<file path="src/rtl/jt12_lfo_gen_if.sv">
// ============================================================================
// Module      : jt12_lfo_gen_if
// Description : Control/data bundle between slot sequencer and the LFO stage.
// Revision    : 1.0 - initial release
// ============================================================================
`default_nettype none

interface jt12_lfo_gen_if;
  logic       clk_en;
  logic       zero;
  logic       lfo_en;
  logic [2:0] lfo_freq;
  logic [1:0] ams_I;
  logic [6:0] lfo_mod;
  logic [7:0] am_out;

  modport master (
    output clk_en, zero, lfo_en, lfo_freq, ams_I,
    input  lfo_mod, am_out
  );

  modport slave (
    input  clk_en, zero, lfo_en, lfo_freq, ams_I,
    output lfo_mod, am_out
  );
endinterface

`default_nettype wire

</file>
<file path="src/rtl/jt12_lfo_gen.sv">
// ============================================================================
// Module      : jt12_lfo_gen
// Description : LFO divider producing the vibrato position and per-slot AM.
// Revision    : 1.0 - initial release
// ============================================================================
`default_nettype none

module jt12_lfo_gen #(
  parameter int CNTW = 7
) (
  input  wire logic         clk,
  input  wire logic         rst_n,
  jt12_lfo_gen_if.slave     bus
);

  logic [CNTW-1:0] r_cnt;
  logic [CNTW-1:0] w_limit_m1;
  logic [6:0]      r_lfo;
  logic [7:0]      r_am;
  logic [5:0]      w_tri;
  logic [7:0]      w_am;

  // Terminal count is limit-1 so the step lands exactly every limit pulses
  always_comb begin
    w_limit_m1 = CNTW'(107);
    case (bus.lfo_freq)
      3'd0:    w_limit_m1 = CNTW'(107);
      3'd1:    w_limit_m1 = CNTW'(76);
      3'd2:    w_limit_m1 = CNTW'(70);
      3'd3:    w_limit_m1 = CNTW'(66);
      3'd4:    w_limit_m1 = CNTW'(61);
      3'd5:    w_limit_m1 = CNTW'(43);
      3'd6:    w_limit_m1 = CNTW'(7);
      default: w_limit_m1 = CNTW'(4);
    endcase
  end

  // >= lets a rate change below the current count step immediately
  always_ff @(posedge clk or negedge rst_n) begin
    if (!rst_n) begin
      r_cnt <= '0;
      r_lfo <= '0;
    end else if (bus.clk_en && bus.zero) begin
      if (!bus.lfo_en) begin
        r_cnt <= '0;
        r_lfo <= '0;
      end else if (r_cnt >= w_limit_m1) begin
        r_cnt <= '0;
        r_lfo <= r_lfo + 7'd1;
      end else begin
        r_cnt <= r_cnt + CNTW'(1);
      end
    end
  end

  always_comb begin
    w_tri = r_lfo[6] ? ~r_lfo[5:0] : r_lfo[5:0];
    w_am  = 8'd0;
    case (bus.ams_I)
      2'd0:    w_am = 8'd0;
      2'd1:    w_am = {5'd0, w_tri[5:3]};
      2'd2:    w_am = {3'd0, w_tri[5:1]};
      default: w_am = {1'b0, w_tri, 1'b0};
    endcase
  end

  always_ff @(posedge clk or negedge rst_n) begin
    if (!rst_n) begin
      r_am <= 8'd0;
    end else if (bus.clk_en) begin
      r_am <= w_am;
    end
  end

  assign bus.lfo_mod = r_lfo;
  assign bus.am_out  = r_am;

endmodule

`default_nettype wire

</file>
<file path="src/flat_wrapper.sv">
// flat-port wrapper written by rule: the top's interface ports become plain ports
module jt12_lfo_gen_flat 
#(
  parameter int CNTW = 7
)
  (clk, rst_n, bus_clk_en, bus_zero, bus_lfo_en, bus_lfo_freq, bus_ams_I, bus_lfo_mod, bus_am_out);
  jt12_lfo_gen_if bus_i ();
  input  wire logic clk;
  input  wire logic rst_n;
  input wire logic [$bits(bus_i.clk_en)-1:0] bus_clk_en;
  input wire logic [$bits(bus_i.zero)-1:0] bus_zero;
  input wire logic [$bits(bus_i.lfo_en)-1:0] bus_lfo_en;
  input wire logic [$bits(bus_i.lfo_freq)-1:0] bus_lfo_freq;
  input wire logic [$bits(bus_i.ams_I)-1:0] bus_ams_I;
  output wire logic [$bits(bus_i.lfo_mod)-1:0] bus_lfo_mod;
  output wire logic [$bits(bus_i.am_out)-1:0] bus_am_out;
  assign bus_i.clk_en = bus_clk_en;
  assign bus_i.zero = bus_zero;
  assign bus_i.lfo_en = bus_lfo_en;
  assign bus_i.lfo_freq = bus_lfo_freq;
  assign bus_i.ams_I = bus_ams_I;
  assign bus_lfo_mod = bus_i.lfo_mod;
  assign bus_am_out = bus_i.am_out;
  jt12_lfo_gen #(.CNTW(CNTW)) u_core (.clk(clk), .rst_n(rst_n), .bus(bus_i));
endmodule
</file>
<file path="config.mk">
export PLATFORM = sky130hd
export DESIGN_NAME = jt12_lfo_gen_flat
export DESIGN_NICKNAME = d
export VERILOG_FILES = /design/src/rtl/jt12_lfo_gen_if.sv /design/src/rtl/jt12_lfo_gen.sv /design/src/flat_wrapper.sv
export SDC_FILE = /design/constraint.sdc
export NUM_CORES = 1
export LEC_CHECK = 0
export BUFFER_PORTS_ARGS = -buffer_cell sky130_fd_sc_hd__buf_2
export CAP_MARGIN = 20
export CORE_ASPECT_RATIO = 0.75
export CORE_MARGIN = 1
export CORE_UTILIZATION = 59
export CTS_CLUSTER_DIAMETER = 120
export DETAILED_ROUTE_END_ITERATION = 6
export PLACE_DENSITY = 0.84
export RECOVER_POWER = 100
export SYNTH_ARGS = -nofsm -noshare
export SYNTH_HDL_FRONTEND = slang
export SYNTH_SLANG_ARGS = --single-unit
</file>
<file path="constraint.sdc">
create_clock -name clk -period 3.6 [get_ports clk]
set_input_delay 0.36 -clock clk [delete_from_list [all_inputs] [get_ports clk]]
set_output_delay 0.36 -clock clk [all_outputs]
set_load 0.02 [all_outputs]
</file>
### Word-level counts from Yosys, hierarchy flattened

Cells that the tools add are included.

* flip-flop bits (word level): 22
* logic and storage cells: 27

* order comparisons: 1
* eq/ne operators: 9
* reduce and logical (&&, ||, !) cells: 4
* add/sub/neg operators: 2
* bitwise gates (word level): 1
* multiplexer cells: 7

Operators with widths (count)
* case mux 7 bit (7 select lines): 1
* two-way mux 7 bit: 4
* case mux 7 bit (3 select lines): 1
* adder 7 x 1 -> 7 bit (second input constant): 2
* equality test 3 bit (second input constant): 3
* >= comparator 7 bit: 1
* equality test 3 x 2 -> 1 bit (second input constant): 2
* two-way mux 6 bit: 1
* NOT 6 bit: 1
* equality test 3 x 1 -> 1 bit (second input constant): 1
* zero test 3 bit: 1
* equality test 2 x 1 -> 1 bit (second input constant): 1
* equality test 2 bit (second input constant): 1
* zero test 2 bit: 1
* inequality test 2 x 1 -> 1 bit (second input constant): 1
* AND reduction 2 bit: 1
* logical AND 1 bit: 1

### Depth between registers and ports, before layout

* depth in word-level cells: 5
* mapped depth: 10
* mapped depth without buffers: 9

### Worst setup path after synthesis

Ideal clock, no wire load.

* path kind: input port to flip-flop
* from: input port bus_lfo_freq[0]
* to: register u_core.r_lfo[4], in the netlist u_core.bus.lfo_mod[4]
* buffers on the path: 1
* stages: 10
* data required time: 3464 ps
* slack: 1667 ps
* arrival time: 1798 ps
* setup time: 136 ps
* path through: nor2_1 nor2_1 a21oi_1 ha_1 nand2b_1 a211o_1 a21oi_2 or3b_1 buf_2 o31ai_2

* cells in the longest elaborated chain, start to end: 5

Ends and longest elaborated chain
* from (decl): RTL line flat_wrapper.sv:13 `input wire logic [$bits(bus_i.lfo_freq)-1:0] bus_lfo_freq;`
* equality test 3 bit (tied with other cells): RTL line jt12_lfo_gen.sv:26 `case (bus.lfo_freq)`
* case mux 7 bit (7 select lines) *: RTL line jt12_lfo_gen.sv:26
* >= comparator 7 bit *: RTL line jt12_lfo_gen.sv:47 `end else if (r_cnt >= w_limit_m1) begin`
* inequality test 2 x 1 -> 1 bit (no line) *
* AND reduction 2 bit (no line) *
* to (signal assigned): RTL line jt12_lfo_gen.sv:49 `r_lfo <= r_lfo + 7'd1;`
* to (decl): RTL line jt12_lfo_gen.sv:18 `logic [6:0] r_lfo;`

Every way passes the cells marked *; elsewhere a longest branch is shown, timed or not.
A chain may end at the register's enable or synchronous reset.

### Final worst setup path

* from: register u_core.r_cnt[0]
* to: register u_core.r_lfo[6], in the netlist u_core.bus.lfo_mod[6]

* cells in the longest elaborated chain, start to end: 3

Ends and longest elaborated chain
* from (decl): RTL line jt12_lfo_gen.sv:16 `logic [CNTW-1:0] r_cnt;`
* from (signal assigned): RTL line jt12_lfo_gen.sv:51 `r_cnt <= r_cnt + CNTW'(1);`
* >= comparator 7 bit: RTL line jt12_lfo_gen.sv:47
* inequality test 2 x 1 -> 1 bit (no line)
* AND reduction 2 bit (no line)

Every way passes these cells.

==> key figures <==
Drt
  – Initial DRT Pass Iterations: 6
  – Via density: ~5.7
  – Met2 WL: ~1.3 mm
  – 1st-iter DRT viols: between 60 and 70
  – DRC Markers: 3
  – Vias post-DR: 1122
  – Final wirelength: between 2 and 3 mm
  – DR WL/cell: 14.57 µm
  – M1 WL: 1.448 mm
  – Post-DRT Antenna Nets: 0
  – Max Used Layer: met4
  – Routed wl met3: about 130 µm

Critical path
  – CP endpoint kind: register
  – R2R cell count: 7
  – Setup Crit Path Kind: register to register
  – Slowest cell on the critical path: a21oi_1
  – Worst path cell trace: inv_1 > ha_1 > nand2b_1 > a211o_1 > a21oi_1 > or3b_1 > o31ai_1
  – Critical path depth: 7
  – End of the critical path: u_core.bus.lfo_mod[6]
  – Worst path max stage delay: 750 ps
  – Worst path bufs/invs: 1
  – Launch point of the worst path: u_core.r_cnt[0]
  – Worst path arrival time: between 2000 and 3000 ps
  – Startpoint types: register
  – R2r setup slk: between 1000 and 1500 ps
  – Crit-path max FO: 13
  – R2r endpoint: u_core.bus.lfo_mod[6]
  – R2r startpoint: u_core.r_cnt[0]
  – CP top delay family: compound AO/OA/AOI/OAI gates
  – CP Data Required Time: around 3800 ps

Pwr
  – Cell-internal power: 0.3564 mW
  – Comb pwr share: between 20% and 30%
  – Psw: ~0.19 mW
  – VDD IR max: about 310 µV
  – Clk pwr share: a little over a fifth
  – Sequential share of power: between 50% and 60%
  – Power Density: approximately 380 nW/µm²
  – Sw Share: between 30% and 40%
  – Lkg Pwr: 0.6609 nW

Timing
  – Slew headroom: around 25%
  – Measured slew at the worst slew-check pin: approximately 1100 ps
  – Slew Limit Fails: 0
  – Sum Neg Setup Slack: 0 ps
  – Post-layout min period: ~2500 ps
  – Final Setup Violations: 0
  – Unrepaired setup endpoints after global routing: no
  – Clk_skew: 11.55 ps
  – Final hold vios: 0
  – Max Freq: between 0.3 and 0.4 GHz
  – Setup WS post-layout: around 1100 ps
  – Final period util: 70.31%

Yosys
  – Mux contribution to synthesized area: under 10%
  – Syn_area_per_cell: between 8 and 9 µm²
  – Syn Nets: 174
  – Share of synthesized registers carrying an async set or reset: between 90% and 100%
  – Synth Instances: between 150 and 200
  – Synth Flop Type: dfrtp_1
  – Yosys warns: 0
  – Synth unique cells: 32
  – Largest family of logic cells by synthesized area: compound AO/OA/AOI/OAI gates
  – Mapped cell area: around 1400 µm²
  – Post-Synth XOR/XNOR Area: roughly 8.3%
  – Synth Area in Compound Gates: between 20% and 30%
  – EDFF count, synth: 0
  – Simple-Gate Fraction of Synth Area: between 10% and 20%
  – Seq/Total Area, Yosys: 38.46%
  – Post-synthesis adder-cell area fraction: 8.242%
  – Register bit total from synthesis: 21

GRT
  – First-pass GRT wire length: a little under 5 mm
  – Vias in the first global route: about 1100
  – Gr ovfl total: 0
  – Initial antenna violation count: 0
  – Pin count of the biggest net entering global routing: 22
  – GR Util All Layers: 26.07%

Placement
  – GPL Wtd Cong: slightly above 0.8
  – Pre-CTS WS: a little over 1000 ps
  – HPWL Detailed: between 2 and 2.5 mm
  – PortBufs: 23

Clocking
  – CTS root buf: clkbuf_4
  – Post-CTS setup buffer count: 0
  – Inserted Clock Buffers: 3
  – CTS resizes: 0
  – Clock Path Buffers: 2
  – Clock latency on the worst-skew pair: just over 300 ps
  – CTS Sinks: 21
  – TritonCTS clock tree: done
  – H-tree levels: 1
  – CTS clock-pin slew for the worst setup and hold paths: around 120 ps

Die
  – Die W: approximately 58 µm
  – Starting density of the core: 65.55%
  – # rows: 14
  – Die Y: between 40 and 50 µm
  – Die area: around 2500 µm²
  – Io pins: 25
  – Core area: ~2100 µm²

Outcome
  – Failing checks: design-rule violations
  – Run status: finished with violations

Cells and area
  – ANT cells: 0
  – # nets final: 194
  – Area growth from synthesis to layout: 7.235%
  – Share of cells above drive strength 1: 8.046%
  – Most common cell after layout, fill and taps aside: dfrtp_1
  – Most frequent cells in the layout: 21 x dfrtp_1, 17 x nand2_1, 15 x nor2_1, 15 x clkbuf_1, 10 x o21ai_0
  – Core Util, Final: a little over two thirds

Min path
  – Hold Crit Class: primary input to register

Flow run
  – Total of max-cap violations: 0
synthesized netlist by cell type, drive strengths merged (3+ instances only):
master / count / area [µm²]
a21oi: 6 / 33.78
a21o: 5 / 37.54
mux2i: 3 / 30.03
o22ai: 4 / 25.02
nor2: 15 / 56.30
nand3: 6 / 30.03
inv: 6 / 22.52
o31ai: 6 / 65.06
xor2: 8 / 70.07
nand2b: 3 / 18.77
or2: 3 / 18.77
ha: 9 / 112.6
nand2: 18 / 70.07
buf: 4 / 22.52
xnor2: 5 / 43.79
o21ai: 16 / 83.83
nor2b: 4 / 25.02
dfrtp: 21 / 525.5
clkbuf: 5 / 18.77
kinds of logic after synthesis:
logic type | Yosys count
AO/OA/AOI/OAI | 41
other | 1
AND/OR/NAND/NOR | 52
XOR/XNOR | 13
flip-flops | 21
adder cells (fa/ha/maj) | 9
buffers and inverters | 15
multiplexers | 3
per-stage QoR:
| stage | instance area (µm²) | hold WS [ps] | power [mW] | instances |
|---|---|---|---|---|
| floorplan | 1366 | 64.41 | 0.3970 | 155 |
| global placement | 1470 | 331.8 | 0.4389 | 193 |
| detailed placement | 1470 | 340.5 | 0.4479 | 193 |
| CTS | 1508 | 317.0 | 0.5623 | 198 |
| global route | 1465 | 350.7 | 0.5842 | 198 |
| finish | 1465 | 339.2 | 0.5496 | 198 |
state kept, by name (all words and copies together) (netlist names):
register and flops:
u_core.bus.am_out 7, u_core.bus.lfo_mod 7, u_core.r_cnt 7
tightest hold or removal path, delay by kind of cell:
| family | cells | cell delay (ps) |
|---|---|---|
| simple gates | 1 | 60 |
| compound gates | 1 | 60 |
| buf+inv | 1 | 130 |
how the worst min path moves through the flow:
stage / start / end / slack [ps] / depth (start not counted)
floorplan: rst_n / u_core.bus.am_out[0] / 60 / 0
global placement: rst_n / u_core.bus.am_out[5] / 330 / 1
detailed placement: rst_n / u_core.bus.am_out[6] / 340 / 1
CTS: bus_zero / u_core.r_cnt[0] / 320 / 3
global route: bus_zero / u_core.r_cnt[0] / 350 / 3
finish: bus_zero / u_core.r_cnt[0] / 340 / 3
power groups by stage:
stage               registers (mW)  logic, mW  clock network [mW]
finish                       0.291      0.144               0.114
global route                 0.295      0.164               0.125
CTS                          0.291      0.154               0.118
detailed placement           0.295      0.153                   0
global placement             0.293      0.145                   0
floorplan                    0.304     0.0934                   0
cell type report:
| class | instances | area [µm²] |
|---|---|---|
| multi-input combinational | 119 | 753.2 |
| fill | 189 | 619.3 |
| sequential | 21 | 525.5 |
| timing repair buffer | 24 | 106.4 |
| tap | 24 | 30.03 |
| clock buffer | 3 | 22.52 |
| inverter | 6 | 22.52 |
| clock inverter | 1 | 5.005 |
per-layer routing:
layer  up-vias  track usage (%)
li1        570                -
met1       524            36.22
met2        26            41.63
met3         2            6.866
met4         0            5.366
met5         -                0
what timing repair did:
action / 4_1_cts / 5_1_grt
hold buffers: 1 / 0
endpoints found under the hold margin: 12 / 0
setup endpoints to repair: 0 / 0
No activity file was read; power rests on OpenSTA's default activity.
